### src/rtl/snow64_long_div_udiv.sv
// snow64_long_div_udiv: iterative unsigned radix-2^LOG2_RADIX long divider.
// Returns quotient and remainder and flags division by zero. Uses the
// start / can-accept / data-valid handshake of the other long-latency units.
// Optional macro SNOW64_LONG_DIV_UDIV_EARLY_OUT_EN: commands whose divisor is
// zero or exceeds the dividend complete after one working cycle.
module snow64_long_div_udiv #(
  parameter int unsigned WIDTH_A    = 16,
  parameter int unsigned WIDTH_B    = 8,
  parameter int unsigned LOG2_RADIX = 3
) (
  input  logic               clk,
  input  logic               rst,
  input  logic               in_start,
  input  logic [WIDTH_A-1:0] in_a,
  input  logic [WIDTH_B-1:0] in_b,
  output logic               out_can_accept_cmd,
  output logic               out_data_valid,
  output logic [WIDTH_A-1:0] out_quot,
  output logic [WIDTH_B-1:0] out_rem,
  output logic               out_div_by_zero
);

  localparam int unsigned ITERS = (WIDTH_A + LOG2_RADIX - 1) / LOG2_RADIX;
  localparam int unsigned EXT_W = ITERS * LOG2_RADIX;
  localparam int unsigned RADIX = 1 << LOG2_RADIX;
  localparam int unsigned MW    = WIDTH_B + LOG2_RADIX;
  localparam int unsigned CW    = $clog2(ITERS + 1);

  typedef enum logic {StIdle, StWorking} state_t;

  state_t              state_q;
  logic [EXT_W-1:0]    a_q;
  logic [EXT_W-1:0]    quot_acc_q;
  logic [WIDTH_B-1:0]  prem_q;
  logic [MW-1:0]       mult_q [RADIX];
  logic [CW-1:0]       cnt_q;
  logic                dbz_q;
  logic                early_q;

  logic                can_accept_q;
  logic                data_valid_q;
  logic [WIDTH_A-1:0]  quot_q;
  logic [WIDTH_B-1:0]  rem_q;
  logic                div_by_zero_q;

  logic                b_zero;
  logic [EXT_W-1:0]    a_ext_d;
  logic [WIDTH_B-1:0]  b_eff_d;
  logic [MW-1:0]       mult_d [RADIX];
  logic                early_d;

  logic [MW-1:0]         cur;
  logic [LOG2_RADIX-1:0] digit;
  logic [LOG2_RADIX-1:0] trial;
  logic [WIDTH_B-1:0]    prem_d;
  logic [EXT_W-1:0]      quot_d;

  assign out_can_accept_cmd = can_accept_q;
  assign out_data_valid     = data_valid_q;
  assign out_quot           = quot_q;
  assign out_rem            = rem_q;
  assign out_div_by_zero    = div_by_zero_q;

  // Command capture: sanitise a zero divisor and precompute the divisor multiples.
  always_comb begin
    b_zero  = (in_b == '0);
    a_ext_d = b_zero ? '0 : EXT_W'(in_a);
    b_eff_d = b_zero ? WIDTH_B'(1) : in_b;
    for (int unsigned k = 0; k < RADIX; k++) begin
      mult_d[k] = MW'(k) * MW'(b_eff_d);
    end
`ifdef SNOW64_LONG_DIV_UDIV_EARLY_OUT_EN
    early_d = b_zero || (in_a < WIDTH_A'(in_b));
`else
    early_d = 1'b0;
`endif
  end

  // One quotient digit per cycle: binary search over the monotonic multiples.
  always_comb begin
    cur   = {prem_q, a_q[EXT_W-1 -: LOG2_RADIX]};
    digit = '0;
    trial = '0;
    for (int unsigned j = LOG2_RADIX; j > 0; j--) begin
      trial = digit | LOG2_RADIX'(1 << (j - 1));
      if (mult_q[trial] <= cur) digit = trial;
    end
    prem_d = WIDTH_B'(cur - mult_q[digit]);
    // Shifting digits in from the LSB places each at counter*LOG2_RADIX.
    quot_d = (quot_acc_q << LOG2_RADIX) | EXT_W'(digit);
  end

  // Control FSM with registered handshake and result outputs.
  always_ff @(posedge clk) begin
    if (rst) begin
      state_q       <= StIdle;
      a_q           <= '0;
      quot_acc_q    <= '0;
      prem_q        <= '0;
      cnt_q         <= '0;
      dbz_q         <= 1'b0;
      early_q       <= 1'b0;
      for (int unsigned k = 0; k < RADIX; k++) mult_q[k] <= '0;
      can_accept_q  <= 1'b1;
      data_valid_q  <= 1'b0;
      quot_q        <= '0;
      rem_q         <= '0;
      div_by_zero_q <= 1'b0;
    end else begin
      case (state_q)
        StIdle: begin
          if (in_start) begin
            a_q          <= a_ext_d;
            mult_q       <= mult_d;
            prem_q       <= '0;
            quot_acc_q   <= '0;
            cnt_q        <= early_d ? '0 : CW'(ITERS - 1);
            dbz_q        <= b_zero;
            early_q      <= early_d;
            data_valid_q <= 1'b0;
            can_accept_q <= 1'b0;
            state_q      <= StWorking;
          end
        end
        StWorking: begin
          a_q        <= a_q << LOG2_RADIX;
          prem_q     <= prem_d;
          quot_acc_q <= quot_d;
          cnt_q      <= cnt_q - CW'(1);
          if (cnt_q == '0) begin
            // Early-out leaves a_q unshifted, so it still holds the remainder.
            if (early_q) begin
              quot_q <= '0;
              rem_q  <= a_q[WIDTH_B-1:0];
            end else begin
              quot_q <= WIDTH_A'(quot_d);
              rem_q  <= prem_d;
            end
            div_by_zero_q <= dbz_q;
            data_valid_q  <= 1'b1;
            can_accept_q  <= 1'b1;
            state_q       <= StIdle;
          end
        end
        default: state_q <= StIdle;
      endcase
    end
  end

endmodule
### config.mk
export PLATFORM = sky130hd
export DESIGN_NAME = snow64_long_div_udiv
export DESIGN_NICKNAME = d
export VERILOG_FILES = /design/src/rtl/snow64_long_div_udiv.sv
export SDC_FILE = /design/constraint.sdc
export NUM_CORES = 1
export LEC_CHECK = 0
export ABC_AREA = 0
export CORE_MARGIN = 2
export CORE_UTILIZATION = 59
export DETAILED_ROUTE_END_ITERATION = 10
export PLACE_DENSITY = 0.81
export SETUP_SLACK_MARGIN = 0.5
export SYNTH_ARGS = -nofsm -noshare
export SYNTH_HDL_FRONTEND = slang
export SYNTH_SLANG_ARGS = --single-unit
### constraint.sdc
create_clock -name clk -period 8.6 [get_ports clk]
set_input_delay 0.86 -clock clk [delete_from_list [all_inputs] [get_ports clk]]
set_output_delay 0.86 -clock clk [all_outputs]
set_load 0.05 [all_outputs]
Yosys cells after proc, flatten, opt, wreduce, memory -nomap -nowiden --
Cells that the tools add are included.
Cells by class: bitwise gates (word level) 5, eq/ne operators 2, reductions and logical operators 5, $mul 4, mux-type cells 28, add/sub/neg operators 2, magnitude comparators 6
Operators with widths (number):
- $bmux 11 s3 | 3
- $mux 11 | 4
- $pmux 18 s2 | 1
- $mux 8 | 4
- $pmux 13 s2 | 1
- $le 11x11->1 | 2
- $mul 3x8->11 const A | 2
- $mul 2x8->10 const A | 2
- $mux 18 | 1
- $mux 16 | 1
- $or 16x3->16 | 1
- $pmux 8 s2 | 1
- $mux 13 | 1
- $ge 4x4->1 const B | 3
- $not 3->4 | 3
- $le 10x11->1 | 1
- $logic_not 8->1 | 1
- $sub 8x8->8 | 1
- $mux 3 | 2
- $pmux 3 s2 | 1
- $reduce_and 2->1 | 3
- $mux 1 | 5
- $pmux 1 s2 | 2
- $logic_not 3->1 | 1
- other kinds (5) | 5
Storage, ports and cells: flip-flop bits (word level) 121, word-level logic and storage cells 68, bits of input ports 27, output and inout port bits 27

Longest topological paths before layout --
word-level depth 20, gate-level depth with buffers 38, gate-level depth less buffers 33

Worst setup path before layout --
Ideal clock, no wire load.
path type reg-to-reg, start register prem_q[4], end register prem_q[7], arrival 6591 ps, slack 1889 ps, cell stages (with the launch flop) 39, library setup time 120 ps, path buffers 5, required time 8480 ps, period minus slack after synthesis 6711 ps, cell sequence dfxtp_1 -> inv_1 -> ha_1 -> nand3_1 -> nor2_4 -> a221oi_2 -> a311oi_4 -> clkbuf_1 -> clkbuf_1 -> nand2_1 -> nand2_1 -> ha_1 -> a21o_1 -> a21oi_1 -> o211ai_1 -> and2_1 -> buf_2 -> buf_2 -> [3 not listed] -> ha_1 -> a41o_1 -> a21oi_1 -> o211ai_2 -> and2_4 -> buf_6 -> o21ai_0 -> o21a_1 -> inv_1 -> ha_1 -> nor2b_1 -> o21ai_0 -> a21boi_1 -> o21ai_0 -> a211o_1 -> xnor2_1 -> and2_1 -> a211o_1
On the way: cells in the longest elaborated chain, start to end 20
Ends and longest elaborated chain:
- start, declared | RTL line 34 | logic [WIDTH_B-1:0] prem_q;
- start signal, assigned | RTL line 127 | prem_q <= prem_d;
- $le 10x11->1 | RTL line 86 | if (mult_q[trial] <= cur) digit = trial;
- $mux 3 | RTL line 86
- $not 3->4 (not written as such) | RTL line 86
- $bmux 11 s3 | RTL line 86
- $mux 11 (not written as such) (2 in a row) | RTL line 86
- $le 11x11->1 | RTL line 86
- $mux 2 | RTL line 86
- $not 3->4 (not written as such) | RTL line 86
- $bmux 11 s3 | RTL line 86
- $mux 11 (not written as such) (2 in a row) | RTL line 86
- $le 11x11->1 | RTL line 86
- $mux 1 | RTL line 86
- $not 3->4 (not written as such) | RTL line 88 | prem_d = WIDTH_B'(cur - mult_q[digit]);
- $bmux 11 s3 | RTL line 88
- $mux 8 (not written as such) (2 in a row) | RTL line 88
- $sub 8x8->8 (*) | RTL line 88
- $pmux 8 s2 (*) | RTL line 110 | case (state_q)
Every way passes the cells marked *; elsewhere a longest branch is shown, timed or not. The select of a mux whose other input is x is not followed. A chain may end at the register's enable or synchronous reset.

Final worst setup path --
start register prem_q[1], end register prem_q[7]
Same word-level chain as after synthesis.

==> impl_metrics.json <==
{
  "outcome": "finished clean",
  "diodes": 0,
  "netlist_area_um2": 6500,
  "async_flop_share_pct": 0,
  "crit_required_ps": 8870,
  "synth_edf_count": 0,
  "synth_top_area_share_pct": 32.7,
  "initial_core_util_pct": 60.2,
  "final_common_cell": "a21oi_1",
  "p_per_area_nw_per_um2": 313,
  "cp.arrival_ps": 7760,
  "place_congestion": 0.982,
  "critPathMaxStageDelay_ps": 610,
  "timing.final.crit_share_pct": 87.1,
  "syn_area_per_cell_um2": 8.14,
  "ys_seq_area_share_pct": 32.7,
  "path_class": "reg2reg",
  "r2r_cells": 35,
  "h-tree-depth": 3,
  "yosys-top-cells-area": "dfxtp_1, ha_1, a21oi_1, nand2_1, nor2_1",
  "internal_power_w": 0.00125,
  "grt_max_degree": 80,
  "swShare_pct": 45.6,
  "p_sw_w": 0.00105,
  "cts_hold_buf": 0,
  "p_clk_share_pct": 13.6,
  "clkLatencyLatePin_ps": 380,
  "core_um2": 10800,
  "max_freq_ghz": 0.133,
  "rsz0062_at_grt": "false",
  "antenna_found_initial": 0,
  "grtUsageTotal_pct": 28.7,
  "cp-end-kind": "register",
  "die_y_um": 109,
  "numCtsBuffers": 9,
  "cts_root_buffer": "clkbuf_8",
  "critical_path_depth": 35,
  "drtPass1Iterations": 5,
  "cts.path.max_buffers": 2,
  "setup_violations": 0,
  "synth_flop_cell": "dfxtp_1",
  "p_leak_nw": 3.04,
  "drc_errors": 0,
  "tightest_slew_ps": 1020,
  "min_from": "mult_q[28]",
  "die_w_um": 109,
  "post-route-util_pct": 67.8,
  "fin_nets": 927,
  "grt_pass1_vias": 5583,
  "finalSetupTns_ps": 0,
  "cp-start-kind": "register",
  "dieArea_um2": 11900,
  "grt_pass1_wl_um": 27000,
  "synth_largest_area_cell": "dfxtp_1",
  "cap_violations": 0,
  "cpMaxStageDelayCell": "and2_1",
  "path_clk_slew_ps": 100,
  "final_cell_mix": "a21oi_1, dfxtp_1, nand2_1, nor2_1, ha_1",
  "cts_tree": "yes",
  "syn_to_final_growth_pct": 12.5,
  "skew_ps": 7.06,
  "ios": 54,
  "finalCriticalPeriod_ps": 7490,
  "path_max_fanout": 14,
  "syn_inst": 798,
  "slew_violations": 0,
  "pwr-share-comb_pct": 61.1,
  "drt_iter0_markers": 395,
  "crit_buf_inv": 4,
  "wl_per_cell_um": 17.0,
  "synth_nets": 898,
  "crit_family": "compound AO/OA/AOI/OAI gates",
  "hpwl_um": 11900,
  "timing.rr.start": "prem_q[1]",
  "ir_drop_mv": 0.299,
  "rows": 38,
  "fillerInstances": 906,
  "gr-total-overflow": 0,
  "hold_viol": 0,
  "ys_types": 62,
  "antenna_left": 0,
  "layout-drive-gt1-share_pct": 6.50,
  "synth_seq_cells": 106,
  "clock-sinks": 106,
  "via_per_inst": 6.04,
  "sequentialPowerShare_pct": 25.3,
  "slew_headroom_pct": 31.8,
  "io_buffers": 53,
  "wl_um": 16500,
  "yosysWarnings": 0,
  "hp-class": "reg2reg",
  "vias": 5864,
  "crit_path_start": "prem_q[1]",
  "hold-path-cell-count": 2
}
cell families after synthesis:
group                    synth area share, %
flip-flops                              32.7
multiplexers                            3.47
AO/OA/AOI/OAI                           20.9
AND/OR/NAND/NOR                         20.0
XOR/XNOR                                3.23
adder cells (fa/ha/maj)                 14.7
buffers and inverters                   5.06
what timing repair did:
item / CTS / global route
endpoints found under the setup margin: 0 / 2
gates resized for setup: 0 / 1
setup buffers: 0 / 7
layer usage:
metal / track usage, % / vias to the layer above / part of all wire, % / routed length (um)
li1: - / 2837 / - / -
met1: 38.1 / 2726 / 44 / 7320
met2: 46.3 / 246 / 45 / 7490
met3: 4.06 / 55 / 6.4 / 1050
met4: 12.8 / 0 / 3.7 / 604
met5: 0 / - / 0 / 0
flip-flops by register name (all words and copies together) (netlist names):
signal	cells
mult_q	35
cnt_q	3
quot_acc_q	13
out_can_accept_cmd	1
a_q	18
out_rem	8
out_div_by_zero	1
out_quot	16
dbz_q	1
out_data_valid	1
prem_q	8
state_q	1
worst paths after layout:
path                 to  slack, ps
max reg2reg   prem_q[7]       1110
max           prem_q[7]       1110
min          mult_q[28]        460
min reg2reg  mult_q[28]        460
stage by stage:
step	setup slack (ps)	power [W]	cell area, um2	hold slack, ps	std cells
2_1_floorplan	1890	0.00162	6500	428	798
3_3_place_gp	1260	0.00190	7070	439	949
3_5_place_dp	1080	0.00193	7070	444	949
4_1_cts	1030	0.00225	7260	458	964
5_1_grt	727	0.00244	7310	487	971
6_report	1110	0.00229	7310	458	971
Yosys cell counts, types with 11 or more instances:
library cell / number
a21o_1: 11
a21oi_1: 106
a22o_1: 20
clkbuf_1: 37
dfxtp_1: 106
ha_1: 67
inv_1: 35
nand2_1: 100
nand2b_1: 21
nand3_1: 22
nor2_1: 68
nor3_1: 17
nor3b_1: 14
o21ai_0: 24
xnor2_1: 19
worst reg2reg max path, delay by kind of cell (launching register included):
kind / cells / cell delay (ps)
xor+xnor: 1 / 280
mux: 1 / 400
simple gates: 9 / 1440
flops: 1 / 350
buf+inv: 4 / 490
compound gates: 16 / 3150
fa+ha+maj: 4 / 1310
cell type report:
class	count	area, um2	share of cell area, %
well taps	140	175	2.40
clock inverters	5	65.1	0.890
multi-input cells	607	4060	55.5
flip-flops and latches	106	2120	29.0
repair buffers	68	633	8.66
clock buffers	10	128	1.75
inverters	35	131	1.80
power by group through the flow:
stage	Sequential (W)	Clock, W	Combinational [W]
2_1_floorplan	0.000625	0	0.000998
3_3_place_gp	0.000589	0	0.00131
3_5_place_dp	0.000590	0	0.00134
4_1_cts	0.000579	0.000316	0.00135
5_1_grt	0.000586	0.000334	0.00152
6_report	0.000580	0.000311	0.00140
Note: power is estimated with default switching activity, not from simulation.
